## src/rtl/lcd_pkg.sv

```systemverilog
// Shared types and constants for the HD44780 8-bit write-only controller.
// Holds the FSM state encoding, the power-on command ROM and the default timing.
package lcd_pkg;

    localparam int CNT_W    = 20;
    localparam int INIT_LEN = 6;

    localparam int unsigned DEF_T_PWRON = 750000;
    localparam int unsigned DEF_T_SU    = 2;
    localparam int unsigned DEF_T_EN    = 12;
    localparam int unsigned DEF_T_HOLD  = 2;
    localparam int unsigned DEF_T_EXEC  = 2000;
    localparam int unsigned DEF_T_CLR   = 82000;

    // Entry 0 is sent first: function set x3, display on, clear, entry mode.
    localparam logic [INIT_LEN-1:0][7:0] INIT_ROM = {
        8'h06, 8'h01, 8'h0C, 8'h38, 8'h38, 8'h38
    };

    typedef enum logic [2:0] {
        PWRON_WAIT,
        INIT_LOAD,
        SETUP,
        PULSE,
        HOLD,
        EXEC_WAIT,
        IDLE
    } lcd_state_t;

    // Clear display / return home need the long execution wait.
    function automatic logic is_slow_cmd(input logic rs, input logic [7:0] data);
        return !rs && ((data == 8'h01) || (data == 8'h02) || (data == 8'h03));
    endfunction

endpackage

```

## src/rtl/lcd_timer.sv

```systemverilog
// Loadable down-counter used to time every FSM state; done is high at zero.
// Counting stops at zero so done stays asserted until the next load.
module lcd_timer
    import lcd_pkg::*;
(
    input  logic             clk,
    input  logic             rst,
    input  logic             load,
    input  logic [CNT_W-1:0] load_value,
    output logic             done
);

    logic [CNT_W-1:0] count_reg;

    always_ff @(posedge clk or posedge rst) begin
        if (rst) begin
            count_reg <= '0;
        end else if (load) begin
            count_reg <= load_value;
        end else if (count_reg != '0) begin
            count_reg <= count_reg - 1'b1;
        end
    end

    assign done = (count_reg == '0);

endmodule

```

## src/rtl/lcd_ctrl.sv

```systemverilog
// HD44780 8-bit bus controller: power-on wait, six-command init, then single
// byte writes from a valid/ready requester with fixed setup/pulse/hold/exec timing.
module lcd_ctrl
    import lcd_pkg::*;
#(
    parameter int unsigned T_PWRON = DEF_T_PWRON,
    parameter int unsigned T_SU    = DEF_T_SU,
    parameter int unsigned T_EN    = DEF_T_EN,
    parameter int unsigned T_HOLD  = DEF_T_HOLD,
    parameter int unsigned T_EXEC  = DEF_T_EXEC,
    parameter int unsigned T_CLR   = DEF_T_CLR
) (
    input  logic       clk_clk,
    input  logic       reset_reset,
    input  logic       req_valid,
    input  logic       req_rs,
    input  logic [7:0] req_data,
    output logic       req_ready,
    output logic       init_done,
    output logic [7:0] lcd_data,
    output logic       lcd_rs,
    output logic       lcd_rw,
    output logic       lcd_en
);

    // A state lasting N cycles is entered with the timer loaded to N-1.
    // The power-on wait spends its first cycle arming the timer, hence N-2.
    localparam logic [CNT_W-1:0] PWRON_LOAD = (T_PWRON > 1) ? CNT_W'(T_PWRON - 2) : '0;
    localparam logic [CNT_W-1:0] SU_LOAD    = CNT_W'(T_SU - 1);
    localparam logic [CNT_W-1:0] EN_LOAD    = CNT_W'(T_EN - 1);
    localparam logic [CNT_W-1:0] HOLD_LOAD  = CNT_W'(T_HOLD - 1);
    localparam logic [CNT_W-1:0] EXEC_LOAD  = CNT_W'(T_EXEC - 1);
    localparam logic [CNT_W-1:0] CLR_LOAD   = CNT_W'(T_CLR - 1);

    lcd_state_t       state_reg, state_next;
    logic [7:0]       lcd_data_reg, lcd_data_next;
    logic             lcd_rs_reg, lcd_rs_next;
    logic             lcd_en_reg, lcd_en_next;
    logic [2:0]       init_idx_reg, init_idx_next;
    logic             init_done_reg, init_done_next;
    logic             armed_reg, armed_next;

    logic             timer_load;
    logic [CNT_W-1:0] timer_value;
    logic             timer_done;

    lcd_timer u_timer (
        .clk        (clk_clk),
        .rst        (reset_reset),
        .load       (timer_load),
        .load_value (timer_value),
        .done       (timer_done)
    );

    always_ff @(posedge clk_clk or posedge reset_reset) begin
        if (reset_reset) begin
            state_reg     <= PWRON_WAIT;
            lcd_data_reg  <= 8'h00;
            lcd_rs_reg    <= 1'b0;
            lcd_en_reg    <= 1'b0;
            init_idx_reg  <= '0;
            init_done_reg <= 1'b0;
            armed_reg     <= 1'b0;
        end else begin
            state_reg     <= state_next;
            lcd_data_reg  <= lcd_data_next;
            lcd_rs_reg    <= lcd_rs_next;
            lcd_en_reg    <= lcd_en_next;
            init_idx_reg  <= init_idx_next;
            init_done_reg <= init_done_next;
            armed_reg     <= armed_next;
        end
    end

    always_comb begin
        state_next     = state_reg;
        lcd_data_next  = lcd_data_reg;
        lcd_rs_next    = lcd_rs_reg;
        lcd_en_next    = lcd_en_reg;
        init_idx_next  = init_idx_reg;
        init_done_next = init_done_reg;
        armed_next     = armed_reg;
        timer_load     = 1'b0;
        timer_value    = '0;

        case (state_reg)
            PWRON_WAIT: begin
                if (!armed_reg) begin
                    armed_next = 1'b1;
                    if (T_PWRON == 1) begin
                        state_next = INIT_LOAD;
                    end else begin
                        timer_load  = 1'b1;
                        timer_value = PWRON_LOAD;
                    end
                end else if (timer_done) begin
                    state_next = INIT_LOAD;
                end
            end
            INIT_LOAD: begin
                lcd_data_next = INIT_ROM[init_idx_reg];
                lcd_rs_next   = 1'b0;
                state_next    = SETUP;
                timer_load    = 1'b1;
                timer_value   = SU_LOAD;
            end
            SETUP: begin
                if (timer_done) begin
                    state_next  = PULSE;
                    lcd_en_next = 1'b1;
                    timer_load  = 1'b1;
                    timer_value = EN_LOAD;
                end
            end
            PULSE: begin
                if (timer_done) begin
                    state_next  = HOLD;
                    lcd_en_next = 1'b0;
                    timer_load  = 1'b1;
                    timer_value = HOLD_LOAD;
                end
            end
            HOLD: begin
                if (timer_done) begin
                    state_next  = EXEC_WAIT;
                    timer_load  = 1'b1;
                    timer_value = is_slow_cmd(lcd_rs_reg, lcd_data_reg) ? CLR_LOAD : EXEC_LOAD;
                end
            end
            EXEC_WAIT: begin
                if (timer_done) begin
                    if (init_done_reg) begin
                        state_next = IDLE;
                    end else if (init_idx_reg == 3'(INIT_LEN - 1)) begin
                        init_done_next = 1'b1;
                        state_next     = IDLE;
                    end else begin
                        init_idx_next = init_idx_reg + 3'd1;
                        state_next    = INIT_LOAD;
                    end
                end
            end
            IDLE: begin
                if (req_valid) begin
                    lcd_data_next = req_data;
                    lcd_rs_next   = req_rs;
                    state_next    = SETUP;
                    timer_load    = 1'b1;
                    timer_value   = SU_LOAD;
                end
            end
            default: begin
                state_next = PWRON_WAIT;
            end
        endcase
    end

    assign req_ready = (state_reg == IDLE);
    assign init_done = init_done_reg;
    assign lcd_data  = lcd_data_reg;
    assign lcd_rs    = lcd_rs_reg;
    assign lcd_en    = lcd_en_reg;
    // The busy flag is never read, so the bus is write-only.
    assign lcd_rw    = 1'b0;

endmodule

```

## config.mk

```make
export PLATFORM = sky130hd
export DESIGN_NAME = lcd_ctrl
export DESIGN_NICKNAME = d
export VERILOG_FILES = /design/src/rtl/lcd_pkg.sv /design/src/rtl/lcd_timer.sv /design/src/rtl/lcd_ctrl.sv
export SDC_FILE = /design/constraint.sdc
export NUM_CORES = 1
export LEC_CHECK = 0
export CORE_UTILIZATION = 50
export DETAILED_ROUTE_END_ITERATION = 10
export PLACE_DENSITY = 0.75
export SYNTH_ARGS = -nofsm -noshare
export SYNTH_HDL_FRONTEND = slang
export SYNTH_SLANG_ARGS = --single-unit
```

## constraint.sdc

```tcl
create_clock -name clk_clk -period 3 [get_ports clk_clk]
set_input_delay 0.9 -clock clk_clk [delete_from_list [all_inputs] [get_ports clk_clk]]
set_output_delay 0.9 -clock clk_clk [all_outputs]
set_load 0.005 [all_outputs]
```

=== Yosys cells after proc, flatten, opt, wreduce, memory -nomap -nowiden ===
Memory sizes are Yosys's and may differ from the RTL's.
Cells that the tools add are included.

* Register bits after elaboration: 38
* ROM bits: 64
* Input bits: 12
* Output and inout port bits: 13
* Word-level logic and storage cells: 80
* Memories kept: 1

{| class="wikitable"
|+ Memory list
! memory !! depth !! bits a word !! rd ports !! clocked after memory_dff !! write ports !! line !! text
|-
| (name not given) || 8 || 8 || 1 || 0 || 0 || lcd_ctrl.sv:101 || <nowiki>lcd_data_next = INIT_ROM[init_idx_reg];</nowiki>
|}

* Add/sub/neg operators: 2
* Magnitude comparators: 1
* Equality and inequality tests: 17
* Mux-type cells: 33
* Bitwise operators: 2
* Reduce and logical (&&, ||, !) cells: 16

{| class="wikitable"
|+ Operators with widths
! kind !! number
|-
| case mux 20 bit (6 select lines) || 1
|-
| 2-to-1 mux 20 bit || 3
|-
| 2-to-1 mux 17 bit || 2
|-
| 2-to-1 mux 3 bit || 9
|-
| case mux 3 bit (7 select lines) || 1
|-
| zero test 20 bit || 1
|-
| nonzero test 20 bit || 1
|-
| subtractor 20 x 1 -> 20 bit (second input constant) || 1
|-
| == test 8 x 2 -> 1 bit (second input constant) || 2
|-
| 2-to-1 mux 8 bit || 2
|-
| case mux 8 bit (2 select lines) || 1
|-
| != test 2 bit (second input constant) || 7
|-
| == test 3 bit (second input constant) || 4
|-
| 2-to-1 mux 1 bit || 10
|-
| == test 8 x 1 -> 1 bit (second input constant) || 1
|-
| AND reduction 7 bit || 1
|-
| == test 3 x 2 -> 1 bit (second input constant) || 2
|-
| nonzero test 2 bit || 3
|-
| < comparator 3 x 4 -> 1 bit (second input constant) || 1
|-
| 2-to-1 mux 4 bit || 1
|-
| case mux 1 bit (2 select lines) || 2
|-
| case mux 1 bit (4 select lines) || 1
|-
| AND reduction 2 bit || 2
|-
| AND reduction 4 bit || 1
|-
| 9 further kinds || 11
|}

=== Depth between registers and ports, before layout ===
Gate-level depths: netlist of the first run.

* Depth after elaboration: 8
* Depth in mapped cells: 9
* Gate-level depth less buffers: 7

=== Hierarchy ===
A second synthesis of the first run with hierarchy kept.

* Cell total of the unflattened synthesis: 246
* Area, all modules: 2,372.3 µm²

{| class="wikitable"
|+ By module, submodules not included
! module !! instances !! cells an instance !! area an instance (µm²) !! sequential area each (µm²)
|-
| lcd_timer || 1 || 132 || 1,244.9 || 500.5
|-
| lcd_ctrl || 1 || 114 || 1,127.3 || 450.4
|}

=== Worst setup path before layout of the first run ===
No wires, ideal clock.

* Path type: register to register
* Start point: reg u_timer.count_reg[0]
* End point: reg u_timer.count_reg[1]
* Setup time: 0.135 ns
* Data arrival time: 2.265 ns
* Data required time: 2.865 ns
* Slack: 0.601 ns
* Stages on the path, launching flop included: 9
* Buffers on the path: 1
* Period minus slack after synthesis: 2.399 ns
* Cell sequence: dfrtp_1 > inv_1 > ha_1 > or3b_2 > or4_4 > buf_6 > o31ai_2 > or2_2 > a22oi_1

* Longest elaborated chain between the ends: 4
* Elaborated cells between the ends (all ways): 11
* Those cells by class: add/sub: 1; mux: 7; reduce/logical: 3

{| class="wikitable"
|+ RTL lines
! item !! line !! text
|-
| from (decl) || lcd_timer.sv:13 || <nowiki>logic [CNT_W-1:0] count_reg;</nowiki>
|-
| from (signal assigned) || lcd_timer.sv:19 || <nowiki>count_reg <= load_value;</nowiki>
|-
| from (signal assigned) || lcd_timer.sv:21 || <nowiki>count_reg <= count_reg - 1'b1;</nowiki>
|-
| parallel branches: the longest is 4 deep, another holds subtractor 20 x 1 -> 20 bit || -- ||
|}

Parallel ways; which one is timed is not known. The select of a mux whose other input is x is not followed.
A chain may end at the register's enable or synchronous reset.

=== Worst setup path in the final report of the first run ===
* Start point: reg state_reg[2]
* End point: out req_ready

* Longest elaborated chain between the ends: 1

{| class="wikitable"
|+ RTL lines
! item !! line !! text
|-
| from (decl) || lcd_ctrl.sv:35 || <nowiki>lcd_state_t state_reg, state_next;</nowiki>
|-
| from (signal assigned) || lcd_ctrl.sv:65 || <nowiki>state_reg <= state_next;</nowiki>
|-
| == test 3 bit || lcd_ctrl.sv:158 || <nowiki>assign req_ready = (state_reg == IDLE);</nowiki>
|-
| to (decl) || lcd_ctrl.sv:18 || <nowiki>output logic req_ready,</nowiki>
|}

No other way between the ends.

==> results.txt, run 1 <==
Outcome -> complete, no violations
Sequential element share of the synthesized area -> 0.439
Hold Vio Cnt, Final -> 0
Std-Cell Rows -> 23
Count of pins over their slew limit -> 0
Antenna viol nets, final -> 0
Routed via count -> 1798
Die H -> 67.8 um
Mean number of vias per cell -> 5.69
Number of library cell types mapped by synthesis -> 46
Source of the worst hold timing path -> lcd_en
Max Clock Skew -> 0.0118 ns
Worst r2r src -> u_timer.count_reg[0]
CTS Buffer Depth -> 2
Clock tree from TritonCTS -> built
Global placer's final weighted congestion -> 0.816
Hold EP -> lcd_en
Initial core utilization -> 0.530
Netlist area before placement -> 2170 um2
Wirelength per Cell -> 15.0 um
Combinational family with the most area after synthesis -> simple AND/OR/NAND/NOR gates
Clock Sink Count -> 38
Starting DRT DRC Count -> 84
Maximum clock rate -> 384 MHz
Post-synthesis adder-cell area fraction -> 0.0289
Cells after Synth -> 241
Maximum capacitance violations -> 0
First-pass GRT wire length -> 8050 um
Htree depth -> 2
Data required time at the worst endpoint -> 2.10 ns
Area fraction in compound gates after synthesis -> 0.164
Hold-fix buffer count after cts -> 0
Setup repair after global routing missed its margin -> false
Clock-pin slew reported for the worst setup and hold paths after clock tree synthesis -> 0.07 ns
Most frequent cells in the layout -> sky130_fd_sc_hd__dfrtp_1 (38), sky130_fd_sc_hd__clkdlybuf4s50_1 (23), sky130_fd_sc_hd__nand2_1 (22), sky130_fd_sc_hd__a21oi_1 (19), sky130_fd_sc_hd__o21ai_0 (18)
Core region area -> 4090 um2
Critical path startpoint category -> flop
Initial antenna violation count -> 0
Largest net degree at the start of global routing -> 30
Leakage -> 1.01 nW
Tmin final -> 2.60 ns
HPWL Detailed -> 3470 um
Pwr Density -> 359 nW/um2
Insertion delay of the later-clocked pin in the worst-skew pair -> 0.30 ns
Syn avg cell area -> 8.99 um2
Period utilization -> 0.868
CP Capture Type -> output pin
Worst flop-to-flop path endpoint -> init_idx_reg[2]
Register-to-register setup slack -> 0.45 ns
Sum of overflow across all layers after global routing -> 0
Antenna fix cells -> 0
Count of synthesis-stage warnings from yosys -> 0
Relative slew slack -> 0.601
Post-synth EDFFs -> 0
Final setup violation count -> 0
Multiplexer area fraction after synthesis -> 0.0243
Detailed Routing Iterations Pass 1 -> 4
Data arrival time of the critical path -> 1.70 ns
Die area -> 4600 um2
Number of nets in the layout -> 282
Total of cells resized after clock tree synthesis -> 0
Leading cell type in the layout, fill and taps excluded -> sky130_fd_sc_hd__dfrtp_1
Worst vdd rail ir drop -> 0.196 mV
Routed wire length -> 4750 um
Post-synth ARST share -> 1.00
Vias in the first global route -> 1738
Xor/xnor share of the synthesized area -> 0.0728
Gr usage total -> 0.238
Post-synthesis share of cell area spent on and, or, nand and nor gates -> 0.224
Path class of the lowest-slack min-delay path -> flop to flop
Number of flip-flops in the largest register -> 20
Critical Path Fanout Max -> 15
Instance count along the most critical hold path -> 1
Die width -> 67.8 um
Post-synthesis sequential element count -> 38
Ratio of cells with drive above 1 in the final layout -> 0.0865
Io pins -> 25
Number of nets in the synthesized netlist -> 258
Setup_tns -> 0 ns
Class of the most critical setup path -> flop to output pin
Fillers -> 359
Total of buffers placed on input and output ports -> 23
Post-detailed-route DRC marker count -> 0
Pin slew with the least headroom to its limit -> 0.590 ns
Dominant register cell in the synthesized netlist -> sky130_fd_sc_hd__dfrtp_1
Overall power after layout -> 0.000913 W
Setup fix buffers added after clock tree synthesis -> 0
Depth of the worst register-to-register path -> 7
Cell at the root of the clock tree -> sky130_fd_sc_hd__clkbuf_8
Area overhead of the layout relative to synthesis -> 17.4%
Cts bufs inserted -> 5
Final worst hold slack -> 0.515 ns
[synthesized netlist by cell type (2+ instances only)]
library cell,count,area [um2]
sky130_fd_sc_hd__dfrtp_1,38,951
sky130_fd_sc_hd__nand2_1,22,82.6
sky130_fd_sc_hd__a21oi_1,19,95.1
sky130_fd_sc_hd__o21ai_0,18,90.1
sky130_fd_sc_hd__nor2_1,17,63.8
sky130_fd_sc_hd__nor3_1,13,65.1
sky130_fd_sc_hd__xnor2_1,11,96.3
sky130_fd_sc_hd__inv_1,10,37.5
sky130_fd_sc_hd__nor4_1,8,50.1
sky130_fd_sc_hd__clkbuf_1,7,26.3
sky130_fd_sc_hd__xor2_1,7,61.3
sky130_fd_sc_hd__nand2b_1,6,37.5
sky130_fd_sc_hd__nand3_1,6,30.0
sky130_fd_sc_hd__nor2b_1,6,37.5
sky130_fd_sc_hd__ha_1,5,62.6
sky130_fd_sc_hd__or3_1,4,25.0
sky130_fd_sc_hd__a31oi_1,3,18.8
sky130_fd_sc_hd__mux2i_1,3,30.0
sky130_fd_sc_hd__nand4_1,3,18.8
sky130_fd_sc_hd__a211o_1,2,17.5
sky130_fd_sc_hd__buf_6,2,22.5
sky130_fd_sc_hd__mux2_2,2,22.5
sky130_fd_sc_hd__o211ai_1,2,15.0
sky130_fd_sc_hd__o22ai_1,2,12.5
sky130_fd_sc_hd__o31ai_1,2,15.0
sky130_fd_sc_hd__or2_2,2,12.5
sky130_fd_sc_hd__or4_4,2,22.5
[kinds of logic (layout without fill, tap and decap cells)]
family                   count (synthesis)  in the layout
flip-flops                              38             38
buffers and inverters                   21             46
XOR/XNOR                                18             18
AND/OR/NAND/NOR                         94             94
adder cells (fa/ha/maj)                  5              5
AO/OA/AOI/OAI                           59             59
multiplexers                             5              5
other                                    1              1
[worst max path at each step]
stage,startpoint,to,slack [ns],cells past startpoint
floorplan,u_timer.count_reg[0],u_timer.count_reg[1],0.60,8
global placement,u_timer.count_reg[0],u_timer.count_reg[16],0.51,7
detailed placement,req_valid,u_timer.count_reg[13],0.45,5
CTS,state_reg[1],req_ready,0.39,3
global route,state_reg[1],req_ready,0.29,3
finish,state_reg[2],req_ready,0.40,3
[critical path, stage by stage, from the launching register on]
cell                              delay [ns]
sky130_fd_sc_hd__dfrtp_1                0.61
sky130_fd_sc_hd__nand2_1                0.11
sky130_fd_sc_hd__nor2_1                 0.15
sky130_fd_sc_hd__clkdlybuf4s50_1        0.54
[metal layers]
metal  vias to the layer above  global-route usage  part of all wire
li1                        898                   -                 -
met1                       857               0.313              0.47
met2                        30               0.375              0.48
met3                        13              0.0433             0.025
met4                         0               0.117             0.031
met5                         -                   0                 0
[cell type report]
type | count | area, um2 | share of cell area
clock inverters | 2 | 12.5 | 0.00492
well taps | 50 | 62.6 | 0.0246
repair buffers | 28 | 280 | 0.110
multi-input cells | 182 | 1120 | 0.439
inverters | 10 | 37.5 | 0.0148
clock buffers | 6 | 82.6 | 0.0325
flip-flops and latches | 38 | 951 | 0.374
[power breakdown]
part / switching, W / internal, W
Clock: 0.000188 / 0.000185
Combinational: 0.0000126 / 0.0000152
Sequential: 0 / 0.000512
[through the flow]
stage	cell area, um2	util	worst slack, ns	instances
3_3_place_gp	2450	0.599	0.510	308
4_1_cts	2540	0.622	0.386	316
5_1_grt	2540	0.622	0.286	316
2_1_floorplan	2170	-	0.601	241
3_5_place_dp	2450	0.599	0.445	308
6_report	2540	0.622	0.397	316
No activity file was read; power rests on OpenSTA's default activity.
==> run 2, diff against run 1 <==
CORE_MARGIN = 5   (was not set)
RECOVER_POWER = 100   (was not set)
SYNTH_HIERARCHICAL = 1   (was not set)
==> run 2 against run 1 <==
Net effect:
- synthesized cell count increased by 2.1%
- global-route usage decreased by 6.1 points
- non-clock buffer count increased by 12
- power increased by 34%
- largest cell class unchanged
- sequential power increased by 25%
- sequential share of layout area decreased by 4.0 points
- die area increased by 35%
- first-iteration DRC count decreased by 15%
- routed wire length increased by 5.6%
- core utilization decreased by 1.1 points
- critical path type is now flop to flop
- maximum frequency decreased by 6.5%
- hold slack got worse by 0.021 ns
==> results.txt, run 2 <==
HPWL Detailed -> 3710 um
Tmin final -> 2.78 ns
Period utilization -> 0.928
Switch share -> 0.256
First-pass GRT wire length -> 8710 um
Proportion of netlist area held by the largest area contributor -> 0.401
Data arrival time of the critical path -> 2.96 ns
Class of the most critical setup path -> flop to flop
Sequential element share of the synthesized area -> 0.401
Die area -> 6220 um2
Antenna viol nets, final -> 0
Path class of the lowest-slack min-delay path -> flop to flop
Sum of overflow across all layers after global routing -> 0
Pin slew with the least headroom to its limit -> 1.18 ns
Detailed Routing Iterations Pass 1 -> 4
Max Clock Skew -> 0.00481 ns
Leading cell types by total area after synthesis -> sky130_fd_sc_hd__dfrtp_1 (40%), sky130_fd_sc_hd__nand2_1 (4.3%), sky130_fd_sc_hd__mux2_4 (3.8%), sky130_fd_sc_hd__o31ai_1 (3.2%), sky130_fd_sc_hd__mux2i_1 (3.0%)
List of most frequent post-synthesis cells -> sky130_fd_sc_hd__dfrtp_1 (38), sky130_fd_sc_hd__nand2_1 (27), sky130_fd_sc_hd__inv_1 (17)
Worst stage delay on the critical path -> 0.56 ns
Clock-pin slew reported for the worst setup and hold paths after clock tree synthesis -> 0.07 ns
Count of pins over their slew limit -> 0
Fillers -> 405
CTS Buffer Depth -> 2
Leading cell type by number of instances after synthesis -> sky130_fd_sc_hd__dfrtp_1
Total of buffers placed on input and output ports -> 23
Post-synth EDFFs -> 0
Gr usage total -> 0.177
Initial antenna violation count -> 0
Largest net degree at the start of global routing -> 21
CP Capture Type -> flop
Setup_tns -> 0 ns
Post-detailed-route DRC marker count -> 0
Maximum capacitance violations -> 0
Starting DRT DRC Count -> 71
Worst vdd rail ir drop -> 0.192 mV
Clock tree from TritonCTS -> built
Io pins -> 25
Mean number of vias per cell -> 5.75
Maximum clock rate -> 359 MHz
Largest delay contributor family on the critical path -> simple AND/OR/NAND/NOR gates
Die H -> 78.9 um
Leading cell type in the layout, fill and taps excluded -> sky130_fd_sc_hd__dfrtp_1
Critical Path Fanout Max -> 11
Core region area -> 4660 um2
Htree depth -> 2
Syn avg cell area -> 9.64 um2
Number of flip-flops in the largest register -> 20
Int Pwr -> 0.000911 W
Part of the total power dissipated in combinational logic -> 0.118
Overall power after layout -> 0.00122 W
Outcome -> complete, no violations
Register-to-register setup slack -> 0.22 ns
Cts bufs inserted -> 5
Hold Vio Cnt, Final -> 0
Dominant register cell in the synthesized netlist -> sky130_fd_sc_hd__dfrtp_1
Flop pwr share -> 0.523
Routed wire length -> 5010 um
Number of library cell types mapped by synthesis -> 57
Net switching power of the design -> 0.000313 W
Clock Sink Count -> 38
Pwr Density -> 429 nW/um2
Netlist area before placement -> 2370 um2
Antenna fix cells -> 0
Buffers and inverters on the worst path -> 1
Relative slew slack -> 0.214
Insertion delay of the later-clocked pin in the worst-skew pair -> 0.29 ns
Vias in the first global route -> 1840
Final setup violation count -> 0
Std-Cell Rows -> 25
Area leader, netlist -> sky130_fd_sc_hd__dfrtp_1
Global placer's final weighted congestion -> 0.795
Area overhead of the layout relative to synthesis -> 20.1%
Die width -> 78.9 um
Cells after Synth -> 246
Crit-path slowest cell -> sky130_fd_sc_hd__or4_4
Count of synthesis-stage warnings from yosys -> 6
Core Util, Final -> 0.611
Leakage -> 1.23 nW
Area taken by multi-input logic gates -> 1290 um2
Setup repair after global routing missed its margin -> false
Wirelength per Cell -> 14.7 um
Library cell appearing most often on the critical path -> sky130_fd_sc_hd__or4_4
Most frequent cells in the layout -> sky130_fd_sc_hd__dfrtp_1 (38), sky130_fd_sc_hd__nand2_1 (27), sky130_fd_sc_hd__inv_1 (17), sky130_fd_sc_hd__dlygate4sd3_1 (14)
Critical path startpoint category -> flop
Post-synth ARST share -> 1.00
Data required time at the worst endpoint -> 3.17 ns
Storage cell area -> 951 um2
Ratio of cells with drive above 1 in the final layout -> 0.133
Post-synthesis sequential element count -> 38
Clk pwr share -> 0.359
Number of nets in the layout -> 303
Cell at the root of the clock tree -> sky130_fd_sc_hd__clkbuf_8
Initial core utilization -> 0.509
Routed via count -> 1954
List of cells traversed by the critical path -> or4_4 -> or4_4 -> nor3_4 -> and3b_1 -> a211oi_1 -> o21ai_2 -> buf_6 -> and4b_1 -> a2111oi_1
-- run 2: cell types whose count changed after synthesis, sizes merged, moves of 7 or more --
cell	change
mux2	+8
inv	+10
nor3	-7
a21oi	-16
o31ai	+7
-- run 2: cells by family after synthesis --
logic type                 Yosys count  synth area share
buffers and inverters               31            0.0549
and+or+nand+nor                     89             0.225
other                                1           0.00158
muxes                               17            0.0865
xor gates and xnor gates            11            0.0406
DFF                                 38             0.401
AOI/OAI and AO/OA                   54             0.165
adders and majority gates            5            0.0264
-- run 2: final timing paths --
check,startpoint,to,depth (start not counted)
max,u_timer/count_reg[15],u_timer/count_reg[15],9
max reg2reg,u_timer/count_reg[15],u_timer/count_reg[15],9
min,lcd_en,lcd_en,2
min reg2reg,lcd_en,lcd_en,2
max in group asynchronous,reset_reset,u_timer/count_reg[0],2
min in group asynchronous,reset_reset,lcd_data[4],2
-- run 2: cell type report --
cell class	count	share of cell area
clock buffers	6	0.0290
clock inverters	1	0.0105
inverters	20	0.0264
flip-flops and latches	38	0.334
repair buffers	40	0.122
multi-input cells	181	0.455
well taps	54	0.0237
-- run 2: per-stage QoR --
stage,setup WS [ns],area (um2),std cells,hold slack (ns)
global placement,0.147,2740,330,0.471
global route,0.0144,2850,340,0.532
finish,0.215,2850,340,0.494
floorplan,0.0198,2410,250,0.454
CTS,0.0570,2850,337,0.510
detailed placement,0.0737,2740,330,0.486
-- run 2: power by group through the flow --
| stage | Sequential, W | Combinational [W] | Clock (W) |
|---|---|---|---|
| CTS | 0.000639 | 0.000147 | 0.000454 |
| global placement | 0.000649 | 0.000144 | 0 |
| finish | 0.000639 | 0.000144 | 0.000440 |
| floorplan | 0.000637 | 0.000103 | 0 |
| global route | 0.000649 | 0.000164 | 0.000479 |
| detailed placement | 0.000647 | 0.000146 | 0 |
-- run 2: worst reg2reg max path, cell delays in order, from the launching register on --
cell	delay, ns
sky130_fd_sc_hd__dfrtp_1	0.39
sky130_fd_sc_hd__or4_4	0.56
sky130_fd_sc_hd__or4_4	0.45
sky130_fd_sc_hd__nor3_4	0.16
sky130_fd_sc_hd__and3b_1	0.18
sky130_fd_sc_hd__a211oi_1	0.07
sky130_fd_sc_hd__o21ai_2	0.25
sky130_fd_sc_hd__buf_6	0.17
sky130_fd_sc_hd__and4b_1	0.20
sky130_fd_sc_hd__a2111oi_1	0.24
-- run 2: repair_timing --
action                     in CTS  in global routing
hold buffers                    0                  0
gates resized for setup         0                  4
setup endpoints to repair       0                  3
setup buffers                   0                  3
-- run 2: metal layers --
layer  global-route usage  share of wire  up-vias
met4               0.0687          0.019        0
met1                0.249           0.47      945
li1                     -              -      957
met3               0.0295          0.044        9
met2                0.274           0.47       43
met5                    0              0        -
==> variant 1, RTL diff (flow settings as in run 1) <==
`lcd_data_reg` no longer has a reset.
--- a/src/rtl/lcd_ctrl.sv
+++ b/src/rtl/lcd_ctrl.sv
@@ -55,7 +55,6 @@
     always_ff @(posedge clk_clk or posedge reset_reset) begin
         if (reset_reset) begin
             state_reg     <= PWRON_WAIT;
-            lcd_data_reg  <= 8'h00;
             lcd_rs_reg    <= 1'b0;
             lcd_en_reg    <= 1'b0;
             init_idx_reg  <= '0;
@@ -63,13 +62,16 @@
             armed_reg     <= 1'b0;
         end else begin
             state_reg     <= state_next;
-            lcd_data_reg  <= lcd_data_next;
             lcd_rs_reg    <= lcd_rs_next;
             lcd_en_reg    <= lcd_en_next;
             init_idx_reg  <= init_idx_next;
             init_done_reg <= init_done_next;
             armed_reg     <= armed_next;
         end
+    end
+
+    always_ff @(posedge clk_clk) begin
+        lcd_data_reg <= lcd_data_next;
     end
 
     always_comb begin
Behaviour: same outputs for any inputs over 10 cycles, from zero or initial values and one cycle with reset_reset high; that may be too few to reach the edited logic, so the function may still have changed.
==> variant 1 against run 1 <==
Synthesized area fell by 0.98%; setup slack lost 41 ps; cell area decreased by 2.4%; total power shrank 4.0%; sequential power is 3% higher; sequential cell count is the same; combinational power down 15%; routed wire length shrank 11%; largest cell class unchanged.
==> variant 1: results (changes against run 1) <==
| Metric | Value |
|---|---|
| Placed cells | `281 (was 308)` |
| Placement Cell Area | `0.00240 mm^2 (was 0.00245 mm^2)` |
| DP HPWL | `3110 um (was 3470 um)` |
| Largest net degree at the start of global routing | `31 (was 30)` |
| Worst endpoint data arrival time | `1740 ps (was 1700 ps)` |
| R2r setup slk | `560 ps (was 450 ps)` |
| Power per cell area | `353 mW/mm^2 (was 359 mW/mm^2)` |
| Seq/Total Area, Yosys | `0.462 (was 0.439)` |
| Mux share of post-synthesis cell area | `0.0169 (was 0.0243)` |
| First-pass GRT wire length | `7150 um (was 8050 um)` |
| Worst hold start | `armed_reg (was lcd_en)` |
| Via count | `1,585 (was 1,798)` |
| Distinct cells, synth | `52 (was 46)` |
| Worst slew pin tran | `705 ps (was 590 ps)` |
| Post-Syn Area per Cell | `10.0 um^2 (was 8.99 um^2)` |
| Status | `completed (unchanged)` |
| Clock Skew | `5.42 ps (was 11.8 ps)` |
| Synth Area in Adders | `0.0292 (was 0.0289)` |
| XOR/XNOR Fraction of Synth Area | `0.0694 (was 0.0728)` |
| Worst setup margin | `356 ps (was 397 ps)` |
| CP max stage delay | `590 ps (was 610 ps)` |
| Final nets | `255 (was 282)` |
| Critical path origin | `state_reg[1] (was state_reg[2])` |
| Syn nets | `231 (was 258)` |
| Layout cells sized above 1 | `0.113 (was 0.0865)` |
| Synth top cells by count | `dfrtp_1 (30), nand2_1 (20), nor2_1 (17) (was dfrtp_1 (38), nand2_1 (22), a21oi_1 (19))` |
| Fillers | `342 (was 359)` |
| Post-synthesis async set-or-reset flop share | `0.789 (was 1.00)` |
| Drt wl/cell | `14.6 um (was 15.0 um)` |
| Initial drt markers | `120 (was 84)` |
| Crit path max fanout | `14 (was 15)` |
| Synth Area in Compound Gates | `0.162 (was 0.164)` |
| Synth top area cells | `dfrtp_1 (35%), edfxtp_1 (11%), xnor2_1 (4.1%), o21ai_0 (3.7%), nand2_1 (3.5%) (was dfrtp_1 (44%), xnor2_1 (4.4%), a21oi_1 (4.4%), o21ai_0 (4.2%), nand2_1 (3.8%))` |
| EDFF count, synth | `8 (was 0)` |
[variant 1: cell count changes after synthesis, sizes merged, moves of 4 or more]
| cell | change |
|---|---|
| a21oi | -11 |
| dfrtp | -8 |
| edfxtp | +8 |
| nor3 | -7 |
| and2 | +4 |
[variant 1: cell type report]
type / count / share of cell area
repair buffers: 29 / 0.111
inverters: 7 / 0.0106
well taps: 50 / 0.0252
clock buffers: 6 / 0.0292
flip-flops and latches: 38 / 0.399
clock inverters: 2 / 0.00353
multi-input cells: 157 / 0.421
[variant 1: metal layers]
metal	track usage	vias to the layer above	routed length, um
met3	0.0507	5	119
met4	0.0824	0	44
li1	-	813	-
met2	0.316	22	1960
met5	0	-	0
met1	0.312	745	2110
[variant 1: where the power goes]
group / total (mW) / switching (mW) / internal [mW]
clock network: 0.328 / 0.168 / 0.160
registers: 0.525 / 0 / 0.525
logic: 0.0236 / 0.0101 / 0.0134
total: 0.876 / 0.178 / 0.698
==> variant 2, RTL diff (config.mk and constraints of run 1) <==
Made on the original files. `CNT_W`: 20 -> 40.
--- a/src/rtl/lcd_pkg.sv
+++ b/src/rtl/lcd_pkg.sv
@@ -2,7 +2,7 @@
 // Holds the FSM state encoding, the power-on command ROM and the default timing.
 package lcd_pkg;
 
-    localparam int CNT_W    = 20;
+    localparam int CNT_W    = 40;
     localparam int INIT_LEN = 6;
 
     localparam int unsigned DEF_T_PWRON = 750000;
Formal check against the unedited RTL: no difference found for any inputs over 10 cycles, from zero or initial values and one cycle with reset_reset high; that may be too few to reach the edited logic, so the function may still have changed.
==> variant 2 against run 1 <==
Sequential cell count increased by 20; cell area up 48%; via count increased by 45%; synthesized area increased by 47%; synthesized cell count up 43%; setup slack got worse by 90 ps; total power grew 70%; clock skew rose by 1.1 ps; routed wire length grew 47%.
==> variant 2: results (changes against run 1) <==
| Metric | Value |
|---|---|
| Final nets | `396 (was 282)` |
| Metal1 wirelength | `3340 um (was 2210 um)` |
| Layout cells sized above 1 | `0.112 (was 0.0865)` |
| Number of flip-flops in the largest register | `40 (was 20)` |
| Post-route insts no fill | `459 (was 316)` |
| Status | `completed (unchanged)` |
| R2r setup slk | `310 ps (was 450 ps)` |
| Placement Cell Area | `0.00357 mm^2 (was 0.00245 mm^2)` |
| Peak supply drop | `0.336 mV (was 0.196 mV)` |
| CTS Buf Count | `9 (was 5)` |
| Synth top cells by count | `dfrtp_1 (58), nor2_1 (50), xor2_1 (26) (was dfrtp_1 (38), nand2_1 (22), a21oi_1 (19))` |
| Switching part of the total | `0.209 (was 0.220)` |
| Seq/Total Area, Yosys | `0.455 (was 0.439)` |
| Wire length on met3 | `263 um (was 118 um)` |
| WHS | `507 ps (was 515 ps)` |
| Synth top area cells | `dfrtp_1 (45%), xor2_1 (7.1%), nor2_1 (5.9%), xnor2_1 (3.3%), a21oi_1 (3.0%) (was dfrtp_1 (44%), xnor2_1 (4.4%), a21oi_1 (4.4%), o21ai_0 (4.2%), nand2_1 (3.8%))` |
| Vias per cell | `5.66 (was 5.69)` |
| Placement-stage worst setup slack | `336 ps (was 445 ps)` |
| Placed cells | `443 (was 308)` |
| Syn nets | `362 (was 258)` |
| Slew HR | `0.473 (was 0.601)` |
| Largest net degree at the start of global routing | `41 (was 30)` |
| Distinct cells, synth | `55 (was 46)` |
| Fillers | `531 (was 359)` |
| Worst reg2reg path depth | `6 (was 7)` |
| Met2 wire len | `3210 um (was 2270 um)` |
| Initial drt markers | `214 (was 84)` |
| First-pass GRT wire length | `11,800 um (was 8050 um)` |
| Hold Path Cell Cnt | `2 (was 1)` |
| Crit path max fanout | `11 (was 15)` |
| Worst-skew pair later-pin latency | `340 ps (was 300 ps)` |
| Post-Syn Area per Cell | `9.25 um^2 (was 8.99 um^2)` |
| H-tree depth | `3 (was 2)` |
| Leakage | `1.61 nW (was 1.01 nW)` |
| Post-Route WL | `6970 um (was 4750 um)` |
==> variant 2: cell families (layout without fill, tap and decap cells) <==
family	after synthesis	count (layout)	share of synthesized area
compound gates	56	56	0.105
buf+inv	27	66	0.0384
mux	2	2	0.00706
flops	58	58	0.455
fa+ha+maj	5	5	0.0196
simple gates	158	158	0.269
other cells	1	1	0.00118
xor+xnor	38	38	0.104
==> variant 2: worst paths after layout <==
check | startpoint | end
hold / removal | lcd_en | lcd_en
hold reg to reg | lcd_en | lcd_en
min in group asynchronous | reset_reset | lcd_data[7]
setup reg to reg | u_timer.count_reg[8] | u_timer.count_reg[28]
max in group asynchronous | reset_reset | u_timer.count_reg[33]
setup / recovery | u_timer.count_reg[8] | u_timer.count_reg[28]
==> variant 2: power by group through the flow <==
stage / Combinational (mW) / Sequential [mW] / Clock (mW)
finish: 0.0331 / 0.782 / 0.735
global route: 0.0388 / 0.781 / 0.778
CTS: 0.0345 / 0.782 / 0.750
detailed placement: 0.0343 / 0.797 / 0
global placement: 0.0337 / 0.797 / 0
floorplan: 0.0128 / 0.797 / 0
==> variant 2: area by class of cell <==
class,count,area (um^2),area share
clock buffers,14,163,0.0432
clock inverters,2,35.0,0.00930
repair buffers,40,370,0.0983
multi-input cells,260,1620,0.429
well taps,75,93.8,0.0249
inverters,10,37.5,0.00996
flip-flops and latches,58,1450,0.385
==> variant 2: worst max-delay path: stages (launching register included) <==
cell     delay, ps
dfrtp_1        410
or4_1          670
nor4_4         420
and4_1         400
a211o_1        360
buf_4          240
nor2_1          60
==> variant 2: layer usage <==
metal	up-vias	track usage
met5	-	0
met4	0	0.104
met3	13	0.0600
met2	45	0.364
met1	1262	0.315
li1	1280	-
